## config.mk

```make
export PLATFORM = sky130hd
export DESIGN_NAME = serial_tx_flat
export DESIGN_NICKNAME = d
export VERILOG_FILES = /design/src/rtl/serial_pkg.sv /design/src/rtl/serial_tx_if.sv /design/src/rtl/bit_timer.sv /design/src/rtl/serial_tx.sv /design/src/flat_wrapper.sv
export SDC_FILE = /design/constraint.sdc
export NUM_CORES = 1
export LEC_CHECK = 0
export ABC_AREA = 1
export BUFFER_PORTS_ARGS = -buffer_cell sky130_fd_sc_hd__buf_2
export CAP_MARGIN = 20
export CELL_PAD_IN_SITES_DETAIL_PLACEMENT = 0
export CELL_PAD_IN_SITES_GLOBAL_PLACEMENT = 2
export CORE_ASPECT_RATIO = 1.4
export CORE_MARGIN = 5
export CORE_UTILIZATION = 31
export CTS_CLUSTER_DIAMETER = 30
export DETAILED_ROUTE_END_ITERATION = 7
export GPL_TIMING_DRIVEN = 0
export HOLD_SLACK_MARGIN = 0.05
export PLACE_DENSITY = 0.88
export SLEW_MARGIN = 10
export SYNTH_ARGS = -nofsm -noshare
export SYNTH_HDL_FRONTEND = slang
export SYNTH_SLANG_ARGS = --single-unit
export TNS_END_PERCENT = 30
```

## constraint.sdc

```tcl
create_clock -name CLK -period 1.52 [get_ports CLK]
set_input_delay 0.228 -clock CLK [delete_from_list [all_inputs] [get_ports CLK]]
set_output_delay 0.228 -clock CLK [all_outputs]
set_load 0.005 [all_outputs]
```

## src/rtl/serial_pkg.sv

```systemverilog
// Shared serial-line definitions used by the transmitter and the future receiver.
package serial_pkg;

    typedef enum logic [2:0] {
        IDLE   = 3'd0,
        START  = 3'd1,
        DATA   = 3'd2,
        PARITY = 3'd3,
        STOP   = 3'd4
    } state_e;

    localparam logic TXD_IDLE = 1'b1;

endpackage

```

## src/rtl/serial_tx_if.sv

```systemverilog
// Word-load handshake plus serial line of the transmitter.
interface serial_tx_if #(
    parameter int DATA_W = 8
);
    logic [DATA_W-1:0] Data;
    logic              Load;
    logic              Ready;
    logic              TxD;
    logic              Busy;

    modport master (output Data, output Load, input Ready, input TxD, input Busy);
    modport slave  (input Data, input Load, output Ready, output TxD, output Busy);
endinterface

```

## src/rtl/bit_timer.sv

```systemverilog
// Bit-period counter: runs 0..BIT_CYCLES-1 while enabled, ticks on the last count.
module bit_timer #(
    parameter int BIT_CYCLES = 4
) (
    input  logic CLK,
    input  logic Clr,
    input  logic en_i,
    output logic tick_o
);
    localparam int CW = $clog2(BIT_CYCLES);
    localparam logic [CW-1:0] LAST = CW'(BIT_CYCLES - 1);

    logic [CW-1:0] cnt_q, cnt_d;

    assign tick_o = en_i && (cnt_q == LAST);

    always_comb begin
        cnt_d = cnt_q;
        if (en_i) cnt_d = tick_o ? '0 : cnt_q + CW'(1);
    end

    always_ff @(posedge CLK) begin
        if (Clr) cnt_q <= '0;
        else     cnt_q <= cnt_d;
    end
endmodule

```

## src/rtl/serial_tx.sv

```systemverilog
// Parallel-to-serial transmitter: start bit, DATA_W bits LSB first, optional even parity, stop bit.
module serial_tx
    import serial_pkg::*;
#(
    parameter int DATA_W     = 8,
    parameter int BIT_CYCLES = 4,
    parameter int PARITY_EN  = 0
) (
    input  logic       CLK,
    input  logic       Clr,
    serial_tx_if.slave bus
);
    localparam int IW = $clog2(DATA_W + 1);

    state_e            state_q, state_d;
    logic [DATA_W-1:0] sh_q, sh_d;
    logic [IW-1:0]     idx_q, idx_d;
    logic              par_q, par_d;
    logic              txd_q, txd_d;
    logic              rdy_q, rdy_d;
    logic              busy_q;
    logic              tick;

    bit_timer #(.BIT_CYCLES(BIT_CYCLES)) u_timer (
        .CLK    (CLK),
        .Clr    (Clr),
        .en_i   (state_q != IDLE),
        .tick_o (tick)
    );

    // The line level for each bit is registered on the edge that enters its period.
    always_comb begin
        state_d = state_q;
        sh_d    = sh_q;
        idx_d   = idx_q;
        par_d   = par_q;
        txd_d   = txd_q;
        case (state_q)
            IDLE: begin
                txd_d = TXD_IDLE;
                if (bus.Load && rdy_q) begin
                    state_d = START;
                    sh_d    = bus.Data;
                    par_d   = ^bus.Data;
                    idx_d   = '0;
                    txd_d   = 1'b0;
                end
            end
            START: begin
                if (tick) begin
                    state_d = DATA;
                    txd_d   = sh_q[0];
                    sh_d    = sh_q >> 1;
                    idx_d   = IW'(1);
                end
            end
            DATA: begin
                if (tick) begin
                    if (idx_q == IW'(DATA_W)) begin
                        if (PARITY_EN != 0) begin
                            state_d = PARITY;
                            txd_d   = par_q;
                        end else begin
                            state_d = STOP;
                            txd_d   = 1'b1;
                        end
                    end else begin
                        txd_d = sh_q[0];
                        sh_d  = sh_q >> 1;
                        idx_d = idx_q + IW'(1);
                    end
                end
            end
            PARITY: begin
                if (tick) begin
                    state_d = STOP;
                    txd_d   = 1'b1;
                end
            end
            STOP: begin
                if (tick) begin
                    state_d = IDLE;
                    txd_d   = TXD_IDLE;
                end
            end
            default: begin
                state_d = IDLE;
                txd_d   = TXD_IDLE;
            end
        endcase
        rdy_d = (state_d == IDLE);
    end

    always_ff @(posedge CLK) begin
        if (Clr) begin
            state_q <= IDLE;
            sh_q    <= '0;
            idx_q   <= '0;
            par_q   <= 1'b0;
            txd_q   <= TXD_IDLE;
            rdy_q   <= 1'b1;
            busy_q  <= 1'b0;
        end else begin
            state_q <= state_d;
            sh_q    <= sh_d;
            idx_q   <= idx_d;
            par_q   <= par_d;
            txd_q   <= txd_d;
            rdy_q   <= rdy_d;
            busy_q  <= ~rdy_d;
        end
    end

    assign bus.TxD   = txd_q;
    assign bus.Ready = rdy_q;
    assign bus.Busy  = busy_q;
endmodule

```

## src/flat_wrapper.sv

```systemverilog
// flat-port wrapper written by rule: the top's interface ports become plain ports
module serial_tx_flat import serial_pkg::*;
#(
    parameter int DATA_W     = 8,
    parameter int BIT_CYCLES = 4,
    parameter int PARITY_EN  = 0
)
  (CLK, Clr, bus_Data, bus_Load, bus_Ready, bus_TxD, bus_Busy);
  serial_tx_if #(.DATA_W(DATA_W)) bus_i ();
  input  logic CLK;
  input  logic Clr;
  input wire logic [$bits(bus_i.Data)-1:0] bus_Data;
  input wire logic [$bits(bus_i.Load)-1:0] bus_Load;
  output wire logic [$bits(bus_i.Ready)-1:0] bus_Ready;
  output wire logic [$bits(bus_i.TxD)-1:0] bus_TxD;
  output wire logic [$bits(bus_i.Busy)-1:0] bus_Busy;
  assign bus_i.Data = bus_Data;
  assign bus_i.Load = bus_Load;
  assign bus_Ready = bus_i.Ready;
  assign bus_TxD = bus_i.TxD;
  assign bus_Busy = bus_i.Busy;
  serial_tx #(.DATA_W(DATA_W), .BIT_CYCLES(BIT_CYCLES), .PARITY_EN(PARITY_EN)) u_core (.CLK(CLK), .Clr(Clr), .bus(bus_i));
endmodule
```

==> impl_metrics.env <==
export IMPL_outcome="complete, no violations"
export IMPL_met2_usage_pct=20.0
export IMPL_stdcell_count=222
export IMPL_gp_congestion=0.805
export IMPL_place_inst=218
export IMPL_post_cts_buffers=0
export IMPL_met3_usage_pct=2.07
export IMPL_drt_wl_total_um=2640
export IMPL_cts_buffer_depth=2
export IMPL_max_slew_worst_pin_slew_ns=0.446
export IMPL_fp_dieH_um=81.2
export IMPL_yosysTopAreaCellShare_pct=35.6
export IMPL_initial_core_util_pct=31.4
export IMPL_ir_drop_mv=0.497
export IMPL_ant_nets=0
export IMPL_gr_total_overflow=0
export IMPL_num_antenna_cells=0
export IMPL_row_count=26
export IMPL_die_area_um2=4950
export IMPL_final_seq_area_um2=404
export IMPL_async_flop_share_pct=0
export IMPL_syn_to_final_growth_pct=17.8
export IMPL_ys_warn_count=0
export IMPL_synthMuxAreaShare_pct=0
export IMPL_fin_crit_ns=1.44
export IMPL_cts_root_buffer="clkbuf_8"
export IMPL_slew_violations=0
export IMPL_cp_max_fo=10
export IMPL_grt_max_degree=13
export IMPL_slew_headroom_pct=70.3
export IMPL_path_cells="inv_1 -> ha_1 -> nand3_2 -> inv_1 -> nand2_1 -> nand3_2 -> buf_6 -> o21ai_1 -> nor2_1"
export IMPL_placed_cell_area_um2=1240
export IMPL_critPathMaxStageDelay_ns=0.38
export IMPL_synthAdderAreaFrac_pct=3.34
export IMPL_synth_simple_area_share_pct=38.9
export IMPL_holdWs_ns=0.232
export IMPL_multi_input_area_um2=638
export IMPL_skew_ns=0.00479
export IMPL_clk_pin_slew_worst_paths_ns=0.08
export IMPL_yosys_top_cells_area="dfxtp_1 (36%), nand2_1 (15%), nor2_1 (6.7%), a21oi_1 (6.2%), nand3_1 (5.8%)"
export IMPL_synth_seq_cells=20
export IMPL_setup_violations=0
export IMPL_path_class="flip-flop to flip-flop"
export IMPL_antenna_found_initial=0
export IMPL_yosysUniqueCellTypes=21
export IMPL_syn_avg_cell_area_um2=6.85
export IMPL_synth_top_family_by_area="simple AND/OR/NAND/NOR gates"
export IMPL_layout_drive_gt1_share_pct=20.6
export IMPL_grt_pass1_vias=1008
export IMPL_synthXorXnorAreaFrac_pct=0.780
export IMPL_p_leak_uw=0.000603
export IMPL_dp_hpwl_um=1990
export IMPL_grt_total_usage_pct=11.7
export IMPL_drv_cap=0
export IMPL_postCtsHoldBufs=0
export IMPL_nets=195
export IMPL_ios=14
export IMPL_synth_common_cells="nand2_1 (45), dfxtp_1 (20), nor2_1 (20)"
export IMPL_synth_ff_type="dfxtp_1"
export IMPL_start_kind="flip-flop"
export IMPL_hold_viol_final=0
export IMPL_cts_tree="yes"
export IMPL_synth_compound_area_share_pct=12.7
export IMPL_met1_usage_pct=13.2
export IMPL_fin_crit_sh_pct=94.8
export IMPL_final_util_pct=37.0
export IMPL_cp_slowest_cell="dfxtp_2"
export IMPL_num_vias=1060
export IMPL_p_per_area_nw_per_um2=1270
export IMPL_synthesis_nets=178
export IMPL_clk_latency_ns=0.26
export IMPL_crit_path_end_kind="flip-flop"
export IMPL_grt_busiest_layer="met2"
export IMPL_port_buffers=12
export IMPL_ys_seq_area_share_pct=35.6
export IMPL_syn_cell_area_um2=1120
export IMPL_synth_most_common_cell="nand2_1"
export IMPL_wl_per_cell_um=11.9
export IMPL_cts_htree_levels=1
export IMPL_grt_pass1_wl_um=4400
export IMPL_max_clock_freq_ghz=0.694
export IMPL_clock_sinks=20
export IMPL_required_ns=1.69
export IMPL_core_um2=3580
export IMPL_dieWidth_um=60.9
export IMPL_drtPass1Iterations=4
export IMPL_drt_iter0_drc=48
export IMPL_synth_area_leader_cell="dfxtp_1"
export IMPL_nFillCells=408
export IMPL_cts_made_buffers=3
export IMPL_final_cell_area_um2=1320
export IMPL_drc=0
export IMPL_synth_cells=164
export IMPL_synth_enable_flop_cells=0
export IMPL_crit_arrival_ns=1.61
export IMPL_avgViaCountPerCell=4.77
export IMPL_hp_class="input port to flip-flop"
==> registers in the layout, indices dropped and copies added, names as in the netlist <==
name,cells
u_core.bus.Busy,1
u_core.bus.Ready,1
u_core.bus.TxD,1
u_core.idx_q,4
u_core.sh_q,8
u_core.state_q,3
u_core.u_timer.cnt_q,2
==> metal layers <==
| metal | part of all wire, % | up-vias |
|---|---|---|
| met5 | 0 | - |
| met4 | 3.1 | 0 |
| met3 | 4.4 | 7 |
| met2 | 49 | 26 |
| met1 | 44 | 470 |
| li1 | - | 557 |
==> where the power goes <==
part | total (uW) | switching, uW | leakage (uW) | internal, uW
clock network | 546 | 194 | 0.0000357 | 352
registers | 664 | 55.6 | 0.000166 | 608
logic | 470 | 284 | 0.000401 | 186
total | 1680 | 534 | 0.000603 | 1150
==> stage by stage <==
step	setup TNS (ns)	power, uW	setup WS (ns)
2_1_floorplan	0	1020	0.228
3_3_place_gp	0	1140	0.0507
3_5_place_dp	0	1150	0.0351
4_1_cts	0	1690	0.0107
5_1_grt	-0.0177	1790	-0.00938
6_report	0	1680	0.0786
==> cell type report <==
class | instances | area share (%)
buffer | 5 | 2.84
clock buffer | 3 | 3.12
clock inverter | 1 | 2.27
inverter | 16 | 4.54
multi-input combinational | 123 | 48.2
sequential | 20 | 30.5
tap | 42 | 3.97
timing repair buffer | 12 | 4.54
==> timing repair <==
item,in CTS,in global routing
gates resized for setup,1,5
gates cloned,0,0
setup endpoints to repair,5,13
pin swaps,0,1
==> cell families (layout without fill, tap and decap cells) <==
kind of cell / Yosys count / after routing
AOI/OAI and AO/OA: 28 / 28
xor gates and xnor gates: 1 / 1
adders and majority gates: 3 / 3
buffers and inverters: 21 / 37
DFF: 20 / 20
and+or+nand+nor: 91 / 91
==> cells in the final DEF, fill, tap and decap left out, drive strengths merged <==
| master | Yosys | final |
|---|---|---|
| a211oi | 1 | 1 |
| buf | 3 | 15 |
| nand2 | 51 | 51 |
| nor2 | 23 | 23 |
| clkbuf | 2 | 5 |
| o21ai | 13 | 13 |
| nand4 | 2 | 2 |
| nand3 | 15 | 15 |
| inv | 16 | 16 |
| xnor2 | 1 | 1 |
| bufinv | 0 | 1 |
| ha | 3 | 3 |
| dfxtp | 20 | 20 |
| a21oi | 14 | 14 |
==> worst max-delay path, delay by kind of cell, from the launching register on <==
kind,cells,cell delay (ns)
buf+inv,3,0.27
compound gates,1,0.13
flops,1,0.38
simple gates,4,0.36
fa+ha+maj,1,0.21
==> final timing paths <==
path	from	to	slack, ns	cells past startpoint
setup / recovery	u_core.idx_q[0]	u_core.sh_q[1]	0.08	9
hold / removal	bus_Data[7]	u_core.sh_q[7]	0.23	3
setup reg to reg	u_core.idx_q[0]	u_core.sh_q[1]	0.08	9
hold reg to reg	u_core.sh_q[7]	u_core.sh_q[7]	0.47	2
Note: power is estimated with default switching activity, not from simulation.
